**config.mk**
```make
export PLATFORM = sky130hd
export DESIGN_NAME = ss_register_slice_flat
export DESIGN_NICKNAME = d
export VERILOG_FILES = /design/src/rtl/ss_pkg.sv /design/src/rtl/ss_if.sv /design/src/rtl/ss_beat_reg.sv /design/src/rtl/ss_register_slice.sv /design/src/flat_wrapper.sv
export SDC_FILE = /design/constraint.sdc
export NUM_CORES = 1
export LEC_CHECK = 0
export CAP_MARGIN = 20
export CORE_UTILIZATION = 36
export DETAILED_ROUTE_END_ITERATION = 6
export PLACE_DENSITY = 0.89
export SYNTH_ARGS = -nofsm -noshare
export SYNTH_HDL_FRONTEND = slang
export SYNTH_HIERARCHICAL = 1
export SYNTH_SLANG_ARGS = --single-unit
```
**constraint.sdc**
```tcl
create_clock -name clk -period 1.3 [get_ports clk]
set_input_delay 0.39 -clock clk [delete_from_list [all_inputs] [get_ports clk]]
set_output_delay 0.39 -clock clk [all_outputs]
set_load 0.01 [all_outputs]
```
**src/rtl/ss_pkg.sv**
```systemverilog
// Shared types for the ss streaming bus: default beat layout and slice occupancy.
package ss_pkg;

  localparam int SS_NUM_BYTES = 8;
  localparam int SS_USER_BITS = 2;

  typedef struct packed {
    logic [8*SS_NUM_BYTES-1:0] data;
    logic [SS_NUM_BYTES-1:0]   keep;
    logic                      last;
    logic [SS_USER_BITS-1:0]   user;
  } ss_beat_t;

  typedef enum logic [1:0] {
    EMPTY = 2'd0,
    ONE   = 2'd1,
    TWO   = 2'd2
  } ss_occ_e;

  // Flattened beat width, same field order as ss_beat_t.
  function automatic int ss_beat_bits(input int nb, input int ub);
    return 9*nb + 1 + ub;
  endfunction

endpackage

```
**src/rtl/ss_if.sv**
```systemverilog
// ss stream link: valid/ready handshake carrying {data, keep, last, user}.
interface ss_if #(
  parameter int NUM_BYTES = 8,
  parameter int USER_BITS = 2
);
  logic                   valid;
  logic                   ready;
  logic [8*NUM_BYTES-1:0] data;
  logic [NUM_BYTES-1:0]   keep;
  logic                   last;
  logic [USER_BITS-1:0]   user;

  modport master (output valid, data, keep, last, user, input ready);
  modport slave  (input valid, data, keep, last, user, output ready);
endinterface

```
**src/rtl/ss_beat_reg.sv**
```systemverilog
// One beat-wide register with load enable and async active-low clear.
module ss_beat_reg #(
  parameter int W = 75
) (
  input  logic         clk,
  input  logic         rst,
  input  logic         i_ld,
  input  logic [W-1:0] i_d,
  output logic [W-1:0] o_q
);

  logic [W-1:0] r_q;

  always_ff @(posedge clk or negedge rst) begin
    if (!rst)      r_q <= '0;
    else if (i_ld) r_q <= i_d;
  end

  assign o_q = r_q;

endmodule

```
**src/rtl/ss_register_slice.sv**
```systemverilog
// Register slice for the ss bus, one cycle of latency, full throughput.
// Define SS_REG_SLICE_SKID_EN for the two-entry skid build with registered in_ready.
module ss_register_slice
  import ss_pkg::*;
#(
  parameter int NUM_BYTES = 8,
  parameter int USER_BITS = 2
) (
  input  logic   clk,
  input  logic   rst,
  ss_if.slave    in,
  ss_if.master   out
);

  localparam int BW = ss_beat_bits(NUM_BYTES, USER_BITS);

  logic [BW-1:0] w_in_beat;
  logic [BW-1:0] w_main_d;
  logic [BW-1:0] w_main_q;
  logic          w_ld_main;
  logic          w_acc;
  logic          w_drn;
  logic          r_out_valid;

  assign w_in_beat = {in.data, in.keep, in.last, in.user};
  assign w_acc     = in.valid & in.ready;
  assign w_drn     = r_out_valid & out.ready;

  assign {out.data, out.keep, out.last, out.user} = w_main_q;
  assign out.valid = r_out_valid;

  ss_beat_reg #(.W(BW)) u_main (
    .clk  (clk),
    .rst  (rst),
    .i_ld (w_ld_main),
    .i_d  (w_main_d),
    .o_q  (w_main_q)
  );

`ifdef SS_REG_SLICE_SKID_EN

  ss_occ_e       r_occ;
  ss_occ_e       w_occ_nxt;
  logic          r_in_rdy;
  logic          w_ld_skid;
  logic          w_sel_skid;
  logic [BW-1:0] w_skid_q;

  ss_beat_reg #(.W(BW)) u_skid (
    .clk  (clk),
    .rst  (rst),
    .i_ld (w_ld_skid),
    .i_d  (w_in_beat),
    .o_q  (w_skid_q)
  );

  always_comb begin
    w_occ_nxt  = r_occ;
    w_ld_main  = 1'b0;
    w_ld_skid  = 1'b0;
    w_sel_skid = 1'b0;
    case (r_occ)
      EMPTY: if (w_acc) begin
        w_occ_nxt = ONE;
        w_ld_main = 1'b1;
      end
      ONE: begin
        case ({w_acc, w_drn})
          2'b10: begin w_occ_nxt = TWO;   w_ld_skid = 1'b1; end
          2'b01: begin w_occ_nxt = EMPTY;                   end
          2'b11: begin                    w_ld_main = 1'b1; end
          default: ;
        endcase
      end
      // in_ready is low here, so only a drain can happen.
      TWO: if (w_drn) begin
        w_occ_nxt  = ONE;
        w_ld_main  = 1'b1;
        w_sel_skid = 1'b1;
      end
      default: w_occ_nxt = EMPTY;
    endcase
  end

  assign w_main_d = w_sel_skid ? w_skid_q : w_in_beat;

  always_ff @(posedge clk or negedge rst) begin
    if (!rst) begin
      r_occ       <= EMPTY;
      r_in_rdy    <= 1'b1;
      r_out_valid <= 1'b0;
    end else begin
      r_occ       <= w_occ_nxt;
      r_in_rdy    <= (w_occ_nxt != TWO);
      r_out_valid <= (w_occ_nxt != EMPTY);
    end
  end

  assign in.ready = r_in_rdy;

`else

  // Single stage: take a new beat whenever the held one leaves this cycle.
  assign in.ready  = ~r_out_valid | out.ready;
  assign w_ld_main = w_acc;
  assign w_main_d  = w_in_beat;

  always_ff @(posedge clk or negedge rst) begin
    if (!rst) r_out_valid <= 1'b0;
    else      r_out_valid <= w_acc | (r_out_valid & ~out.ready);
  end

`endif

endmodule

```
**src/flat_wrapper.sv**
```systemverilog
// flat-port wrapper written by rule: the top's interface ports become plain ports
module ss_register_slice_flat import ss_pkg::*;
#(
  parameter int NUM_BYTES = 8,
  parameter int USER_BITS = 2
)
  (clk, rst, in_valid, in_data, in_keep, in_last, in_user, in_ready, out_valid, out_data, out_keep, out_last, out_user, out_ready);
  ss_if #(.NUM_BYTES(NUM_BYTES), .USER_BITS(USER_BITS)) in_i ();
  ss_if #(.NUM_BYTES(NUM_BYTES), .USER_BITS(USER_BITS)) out_i ();
  input  logic clk;
  input  logic rst;
  input wire logic [$bits(in_i.valid)-1:0] in_valid;
  input wire logic [$bits(in_i.data)-1:0] in_data;
  input wire logic [$bits(in_i.keep)-1:0] in_keep;
  input wire logic [$bits(in_i.last)-1:0] in_last;
  input wire logic [$bits(in_i.user)-1:0] in_user;
  output wire logic [$bits(in_i.ready)-1:0] in_ready;
  output wire logic [$bits(out_i.valid)-1:0] out_valid;
  output wire logic [$bits(out_i.data)-1:0] out_data;
  output wire logic [$bits(out_i.keep)-1:0] out_keep;
  output wire logic [$bits(out_i.last)-1:0] out_last;
  output wire logic [$bits(out_i.user)-1:0] out_user;
  input wire logic [$bits(out_i.ready)-1:0] out_ready;
  assign in_i.valid = in_valid;
  assign in_i.data = in_data;
  assign in_i.keep = in_keep;
  assign in_i.last = in_last;
  assign in_i.user = in_user;
  assign in_ready = in_i.ready;
  assign out_valid = out_i.valid;
  assign out_data = out_i.data;
  assign out_keep = out_i.keep;
  assign out_last = out_i.last;
  assign out_user = out_i.user;
  assign out_i.ready = out_ready;
  ss_register_slice #(.NUM_BYTES(NUM_BYTES), .USER_BITS(USER_BITS)) u_core (.clk(clk), .rst(rst), .in(in_i), .out(out_i));
endmodule
```
## Yosys cells after proc, flatten, opt, wreduce, memory -nomap -nowiden

Index checks and enable logic that the tools add are counted.

- Bitwise gates (word level): 6

Operator list:

| cell | number |
|---|---|
| $and 1x1->1 | 2 |
| $not 1->1 | 2 |
| $or 1x1->1 | 2 |

- Output and inout bits: 77
- Word-level logic and storage cells: 8
- Flip-flop bits (word level): 76

## Longest topological paths before layout

Gate-level depths: netlist of the first run.

- Depth in word-level cells: 4
- Mapped depth: 5

## Modules after synthesis

Netlist of the first run, hierarchy kept.

Modules (own cells, without submodules):

| module | area an instance (µm²) | seq. area each (µm²) | cells each | instances |
|---|---|---|---|---|
| ss_beat_reg | 2986.6 | 1876.8 | 158 | 1 |
| ss_register_slice | 53.8 | 25.0 | 4 | 1 |

## Least setup slack after synthesis of the first run

Ideal clock, no wire load.

- Kind: flip-flop to flip-flop
- Start: reg u_core.r_out_valid, in the netlist u_core/out.valid
- End: reg u_core.u_main.r_q[23], in the netlist u_core/u_main/o_q[23]
- Stages on the path, launching flop included: 6
- Period minus slack after synthesis: 1.396 ns
- Arrival time: 1.271 ns
- Path slack: -0.096 ns
- Cell sequence: dfrtp_1 > nand2b_4 > and2_4 > buf_6 > buf_6 > mux2_4

- Longest elaborated chain between the ends: 3

Ends and longest elaborated chain:

| element | RTL line | RTL |
|---|---|---|
| start: declaration | ss_register_slice.sv:23 | `logic r_out_valid;` |
| start signal: assignment | ss_register_slice.sv:110 | `else r_out_valid <= w_acc \| (r_out_valid & ~out.ready);` |
| $not 1->1 | ss_register_slice.sv:104 | `assign in.ready = ~r_out_valid \| out.ready;` |
| $or 1x1->1 | ss_register_slice.sv:104 |  |
| via in_ready | flat_wrapper.sv:17 | `output wire logic [$bits(in_i.ready)-1:0] in_ready;` |
| $and 1x1->1 | ss_register_slice.sv:26 | `assign w_acc = in.valid & in.ready;` |
| via u_core.w_acc | ss_register_slice.sv:21 | `logic w_acc;` |
| end signal: assignment | ss_beat_reg.sv:16 | `else if (i_ld) r_q <= i_d;` |
| end: declaration | ss_beat_reg.sv:12 | `logic [W-1:0] r_q;` |

The timed path passes the listed nets, and every way through them passes these cells.
A chain may end at the register's enable or synchronous reset.

## Worst setup path in the final report of the first run

- Start: reg u_core.r_out_valid, in the netlist u_core/out.valid
- End: reg u_core.u_main.r_q[63], in the netlist u_core/u_main/o_q[63]

- Longest elaborated chain between the ends: 3

Ends and longest elaborated chain:

| element | RTL line |
|---|---|
| $not 1->1 | ss_register_slice.sv:104 |
| $or 1x1->1 | ss_register_slice.sv:104 |
| $and 1x1->1 | ss_register_slice.sv:26 |
| via u_core.w_acc | ss_register_slice.sv:21 |

The timed path passes the listed nets, and every way through them passes these cells.

==> results by group, run 1 <==
Cells and area
  – Layout cells sized above 1: 0.597
  – Final nets: 459
  – ANT cells: 0
  – Most common cell after layout, fill and taps aside: dfrtp_1
  – Filler cells: 612
  – FF+latch area: 0.00190 mm²
  – Synth-to-layout area growth: 71.6%
  – Multi-input logic area: 0.00115 mm²
  – Fin cells: 490
  – Commonest non-fill, non-tap cells in the layout: 76 x dfrtp_1, 75 x clkdlybuf4s50_1, 75 x mux2_4
  – Fin util: 0.638

Floorplanning
  – Die width: 93.9 µm
  – Count of pins on the block boundary: 156
  – Core Region: 0.00818 mm²
  – Row cnt: 33
  – Initial core utilization: 0.372
  – DIE AREA: 0.00882 mm²
  – Die height: 93.9 µm

Logic synthesis
  – Ys Warns: 6
  – Syn Std Cell Area: 0.00304 mm²
  – Main combinational cell family by area after synthesis: multiplexers
  – Xor/xnor share of the synthesized area: 0
  – Post-synthesis average cell area: 18.8 µm²
  – Mapped Cells: 162
  – Number of library cell types mapped by synthesis: 8
  – Syn nets: 241
  – Register area share after synthesis: 0.626
  – Post-Synth Adder-Cell Area: 0
  – Compound-cell area share of the yosys netlist: 0
  – Post-synthesis simple-gate area fraction: 0.00947
  – Post-synthesis register bit count: 76
  – Mux cell area share after synthesis: 0.340

Power
  – Comb power frac: 0.298
  – Max IR drop VDD: 770 µV
  – Sw frac: 0.262
  – Seq pwr share: 0.439
  – Leakage: 2.56 nW
  – Int Pwr: 4.88 mW
  – PwrDens: 1270 mW/mm²
  – Sw Pwr: 1.74 mW
  – Clk pwr share: 0.263

Route
  – Residual DRC: 0
  – Drt first-iter violations: 37
  – Routed vias/inst: 4.49
  – DR pass1 iterations: 4
  – Total number of vias: 2,199
  – Antenna viol nets, final: 0
  – Detailed Route WL: 7920 µm
  – Routed len/inst: 16.2 µm

CTS
  – CTS tree: done
  – Clk root buf: clkbuf_8
  – Total CTS buffers: 9
  – Number of hold buffers added after CTS: 0
  – Maximum buffer depth of the clock tree: 2
  – CTS HTree Levels: 3
  – Sink Count: 76
  – Clk slew on worst S/H paths: 0.08 ns
  – Worst skew pair latency: 0.34 ns

Setup path
  – Worst R2R Setup Slack: -0.19 ns
  – R2R Path End: u_core/u_main/o_q[63]$_DFFE_PN0P_
  – WP data required: 1.52 ns
  – Type of origin of the critical path: register
  – Max Fanout on Critical Path: 7
  – Crit Path Category: register to register
  – Worst r2r src: u_core/out.valid$_DFF_PN0_
  – Element type at the critical path end: register
  – Data arrival, critical path: 1.71 ns
  – Worst Reg-to-Reg Cells: 6

Placed design
  – DP HPWL: 5180 µm
  – Pre-CTS WS: -0.603 ns
  – GPL Wtd Cong: 0.712
  – Number of port buffers: 155
  – Placed cell count: 425

STA
  – Max Freq: 0.670 GHz
  – Endpoints failing setup: 77
  – Worst Clk Skew: 0.00960 ns
  – Slew Limit Headroom: 0.727
  – Minimum clock period: 1.49 ns
  – Final hold viol count: 0
  – Fin. max-slew vios: 0
  – Measured slew at the worst slew-check pin: 0.410 ns
  – Tcrit/Tclk final: 1.15
  – Setup repair after global routing missed its margin: true
  – Final Worst Setup Slack: -0.192 ns

Status
  – Status: complete, but fails checks
  – Failing checks: setup timing

Global route
  – First-pass GRT wire length: 12,300 µm
  – Vias in the first global route: 2,417
  – Overflow after GRT: 0
  – GRT Util Overall: 0.185
  – Largest net degree at the start of global routing: 77
  – Initial antenna violation count: 0

Worst hold path
  – Tightest Hold Check Type: input pin to async pin

Flow run
  – Max cap viols: 0
==> cell type report <==
type / count / area share
sequential: 76 / 0.364
clock inverter: 6 / 0.0125
tap: 105 / 0.0252
clock buffer: 10 / 0.0245
multi-input combinational: 78 / 0.221
timing repair buffer: 215 / 0.352
==> worst max path at each step <==
stage                                          start                                 to  slack [ns]
after floorplan           u_core/out.valid$_DFF_PN0_  u_core/u_main/o_q[23]$_DFFE_PN0P_       -0.09
after global placement                     out_ready                           in_ready       -0.59
after detailed placement                   out_ready  u_core/u_main/o_q[49]$_DFFE_PN0P_       -0.60
after CTS                 u_core/out.valid$_DFF_PN0_  u_core/u_main/o_q[16]$_DFFE_PN0P_       -0.17
after global routing      u_core/out.valid$_DFF_PN0_  u_core/u_main/o_q[17]$_DFFE_PN0P_       -0.23
final                     u_core/out.valid$_DFF_PN0_  u_core/u_main/o_q[63]$_DFFE_PN0P_       -0.19
==> flip-flops by register name (all words and copies together), names as in the netlist <==
name and count:
u_core/out.valid 1, u_core/u_main/o_q 75
==> Yosys cell counts, drive strengths merged <==
cell | instances | share of area
and2 | 1 | 0.0029
dfrtp | 76 | 0.63
mux2 | 75 | 0.34
nand2b | 2 | 0.0066
buf | 8 | 0.026
==> metal layers <==
metal  track usage  share of wire
met5             0              0
met4        0.0615         0.0081
met3        0.0437          0.064
met2         0.318           0.53
met1         0.227           0.40
==> kinds of logic after synthesis <==
group,Yosys count
flip-flops,76
multiplexers,75
buffers and inverters,8
AND/OR/NAND/NOR,3
==> power by group through the flow <==
stage	Sequential, mW	Combinational [mW]	Clock, mW
after floorplan	3.10	0.594	0
after global placement	2.94	1.81	0
after detailed placement	2.96	1.85	0
after CTS	2.90	1.91	1.82
after global routing	2.94	2.10	1.91
final	2.90	1.98	1.74
==> timing repair <==
action | 4_1_cts | 5_1_grt
pin swaps | 1 | 0
endpoints found under the setup margin | 152 | 95
buffers inserted | 36 | 10
cloned | 3 | 1
resized for setup | 351 | 6
==> worst max-delay path: stages, from the launching register on <==
cell      delay (ns)
dfrtp_1         0.42
nand2b_4        0.09
and2_4          0.18
buf_12          0.11
buf_12          0.13
buf_12          0.14
mux2_4          0.30
==> metrics by stage <==
| stage | setup TNS (ns) | cell area (µm²) | hold slack [ns] | power, mW |
|---|---|---|---|---|
| after floorplan | -5.11 | 3060 | 0.0944 | 3.69 |
| after global placement | -41.02 | 4760 | 0.438 | 4.75 |
| after detailed placement | -42.51 | 4760 | 0.441 | 4.82 |
| after CTS | -9.64 | 5120 | 0.0618 | 6.63 |
| after global routing | -13.44 | 5220 | 0.0745 | 6.95 |
| final | -10.72 | 5220 | 0.0390 | 6.62 |
Power figures use the tool's default switching activity.
==> run 2: changes to the inputs <==
--- a/config.mk
+++ b/config.mk
@@ -6,9 +6,9 @@
 export NUM_CORES = 1
 export LEC_CHECK = 0
 export CAP_MARGIN = 20
-export CORE_UTILIZATION = 36
+export CORE_UTILIZATION = 40
 export DETAILED_ROUTE_END_ITERATION = 6
-export PLACE_DENSITY = 0.89
+export PLACE_DENSITY = 0.93
 export SYNTH_ARGS = -nofsm -noshare
 export SYNTH_HDL_FRONTEND = slang
 export SYNTH_HIERARCHICAL = 1
==> constraint.sdc (replaced) <==
create_clock -name clk -period 1.7 [get_ports clk]
set_input_delay 0.51 -clock clk [delete_from_list [all_inputs] [get_ports clk]]
set_output_delay 0.51 -clock clk [all_outputs]
set_load 0.01 [all_outputs]
==> run 2 against run 1 <==
  * The run now ends clean
  * Sequential power is 23% lower
  * Combinational power shrank 37%
  * Global-route usage grew 0.42 points
  * Clock-buffer cell count rose by 2
  * Cell count decreased by 11%
  * Via count fell by 8.7%
  * Flip-flop and latch count unchanged
  * Wire length is 7.1% lower
  * Register-to-register slack improved by 0.36 ns
  * Critical path type is now input pin to register
==> results by group, run 2 (synthesized netlist as in run 1, its figures left out) <==
Route
  – Routed vias/inst: 4.62
  – Total number of vias: 2,008
  – Detailed Route WL: 7360 µm
  – Routed len/inst: 16.9 µm
  – Residual DRC: 0
  – DR pass1 iterations: 3
  – Drt first-iter violations: 46
  – Antenna viol nets, final: 0

Power
  – Sw frac: 0.247
  – Clk pwr share: 0.300
  – Seq pwr share: 0.447
  – Int Pwr: 3.73 mW
  – Sw Pwr: 1.22 mW
  – Comb power frac: 0.253
  – Leakage: 2.31 nW
  – PwrDens: 1000 mW/mm²
  – Max IR drop VDD: 567 µV

Global route
  – Vias in the first global route: 2,195
  – Overflow after GRT: 0
  – Initial antenna violation count: 0
  – GRT Util Overall: 0.189
  – Largest net degree at the start of global routing: 77
  – First-pass GRT wire length: 10,900 µm

Floorplanning
  – Core Region: 0.00729 mm²
  – DIE AREA: 0.00795 mm²
  – Initial core utilization: 0.417
  – Die height: 89.2 µm
  – Count of pins on the block boundary: 156
  – Row cnt: 31
  – Die width: 89.2 µm

Cells and area
  – Fin cells: 435
  – ANT cells: 0
  – Filler cells: 569
  – Layout cells sized above 1: 0.310
  – Final nets: 410
  – Commonest non-fill, non-tap cells in the layout: 76 x clkdlybuf4s50_1, 76 x dlygate4sd2_1, 76 x dfrtp_1
  – Largest register FFs: 75
  – Synth-to-layout area growth: 62.8%

Flow run
  – Max cap viols: 0

Status
  – Status: finished clean

Placed design
  – GPL Wtd Cong: 0.672
  – Placed cell count: 414
  – Number of port buffers: 155
  – DP HPWL: 5090 µm

Worst hold path
  – Tightest Hold Check Type: input pin to async pin

Setup path
  – Element type at the critical path end: register
  – Type of origin of the critical path: input pin
  – WP data required: 1.93 ns
  – Crit Path Category: input pin to register
  – Max Fanout on Critical Path: 6
  – Data arrival, critical path: 1.81 ns

STA
  – Fin. max-slew vios: 0
  – Slew Limit Headroom: 0.733
  – Final hold slack: 0.173 ns
  – Max Freq: 0.632 GHz
  – Endpoints failing setup: 0
  – Minimum clock period: 1.58 ns
  – Final hold viol count: 0
  – Measured slew at the worst slew-check pin: 0.401 ns
  – Worst Clk Skew: 0.00673 ns
  – Tcrit/Tclk final: 0.931
  – Setup repair after global routing missed its margin: false

CTS
  – Clk slew on worst S/H paths: 0.08 ns
  – Maximum buffer depth of the clock tree: 2
  – CTS tree: done
  – Clk root buf: clkbuf_8
  – Worst skew pair latency: 0.34 ns
  – Total CTS buffers: 9
  – CTS HTree Levels: 3
  – Sink Count: 76
## run 2: cell types whose count changed in the layout (fill, tap and decap cells not counted), sizes merged, moves of 3 or more
cell | before | now
buf | 137 | 11
dlygate4sd2 | 2 | 76
clkbuf | 11 | 14
clkinv | 4 | 1
## run 2: worst max-delay path, stage by stage
cell and delay, ns:
clkdlybuf4s50_1 0.46, and2_4 0.25, buf_12 0.14, clkbuf_16 0.15, mux2_4 0.30
## run 2: area by class of cell
class / count / area, µm² / share of cell area
clock buffers: 12 / 145 / 0.0293
clock inverters: 4 / 72.6 / 0.0147
multi-input cells: 78 / 1060 / 0.214
flip-flops and latches: 76 / 1900 / 0.384
well taps: 99 / 124 / 0.0250
repair buffers: 166 / 1650 / 0.332
## run 2: what timing repair did
item                       4_1_cts  5_1_grt
setup buffers                    0        3
setup endpoints to repair       91       76
gates cloned                     2        1
resized for setup               80        5
hold buffers                     0        0
## run 2: per-stage QoR
step	worst slack, ns	utilization	area [µm²]	total power, mW	TNS (ns)
2_1_floorplan	0.192	-	3040	2.81	0
5_1_grt	0.0577	0.679	4950	5.19	0
4_1_cts	-0.145	0.673	4910	5.00	-2.22
3_3_place_gp	-0.418	0.647	4720	3.62	-25.85
6_report	0.118	0.679	4950	4.95	0
3_5_place_dp	-0.407	0.647	4720	3.67	-26.11
## run 2: final timing paths
kind,start,end,slack (ns),cells after the start
setup / recovery,in_valid,u_core/u_main/o_q[28]$_DFFE_PN0P_,0.12,5
hold / removal,rst,u_core/u_main/o_q[28]$_DFFE_PN0P_,0.17,2
setup reg to reg,u_core/out.valid$_DFF_PN0_,u_core/u_main/o_q[28]$_DFFE_PN0P_,0.17,6
hold reg to reg,u_core/u_main/o_q[12]$_DFFE_PN0P_,u_core/u_main/o_q[12]$_DFFE_PN0P_,0.50,1
min in group clk,u_core/u_main/o_q[12]$_DFFE_PN0P_,u_core/u_main/o_q[12]$_DFFE_PN0P_,0.50,1
max in group asynchronous,rst,u_core/u_main/o_q[52]$_DFFE_PN0P_,1.20,2
## run 2: layer usage
metal  GRT usage  part of all wire
met5           0                 0
met4      0.0779             0.021
met3      0.0517             0.072
met2       0.330              0.51
met1       0.220              0.40
## run 2: power groups by stage
stage                     combinational [mW]  clock [mW]  sequential [mW]
final                                   1.25        1.49             2.22
after global routing                    1.33        1.61             2.25
after CTS                               1.25        1.53             2.22
after detailed placement                1.41           0             2.26
after global placement                  1.38           0             2.24
after floorplan                        0.445           0             2.37
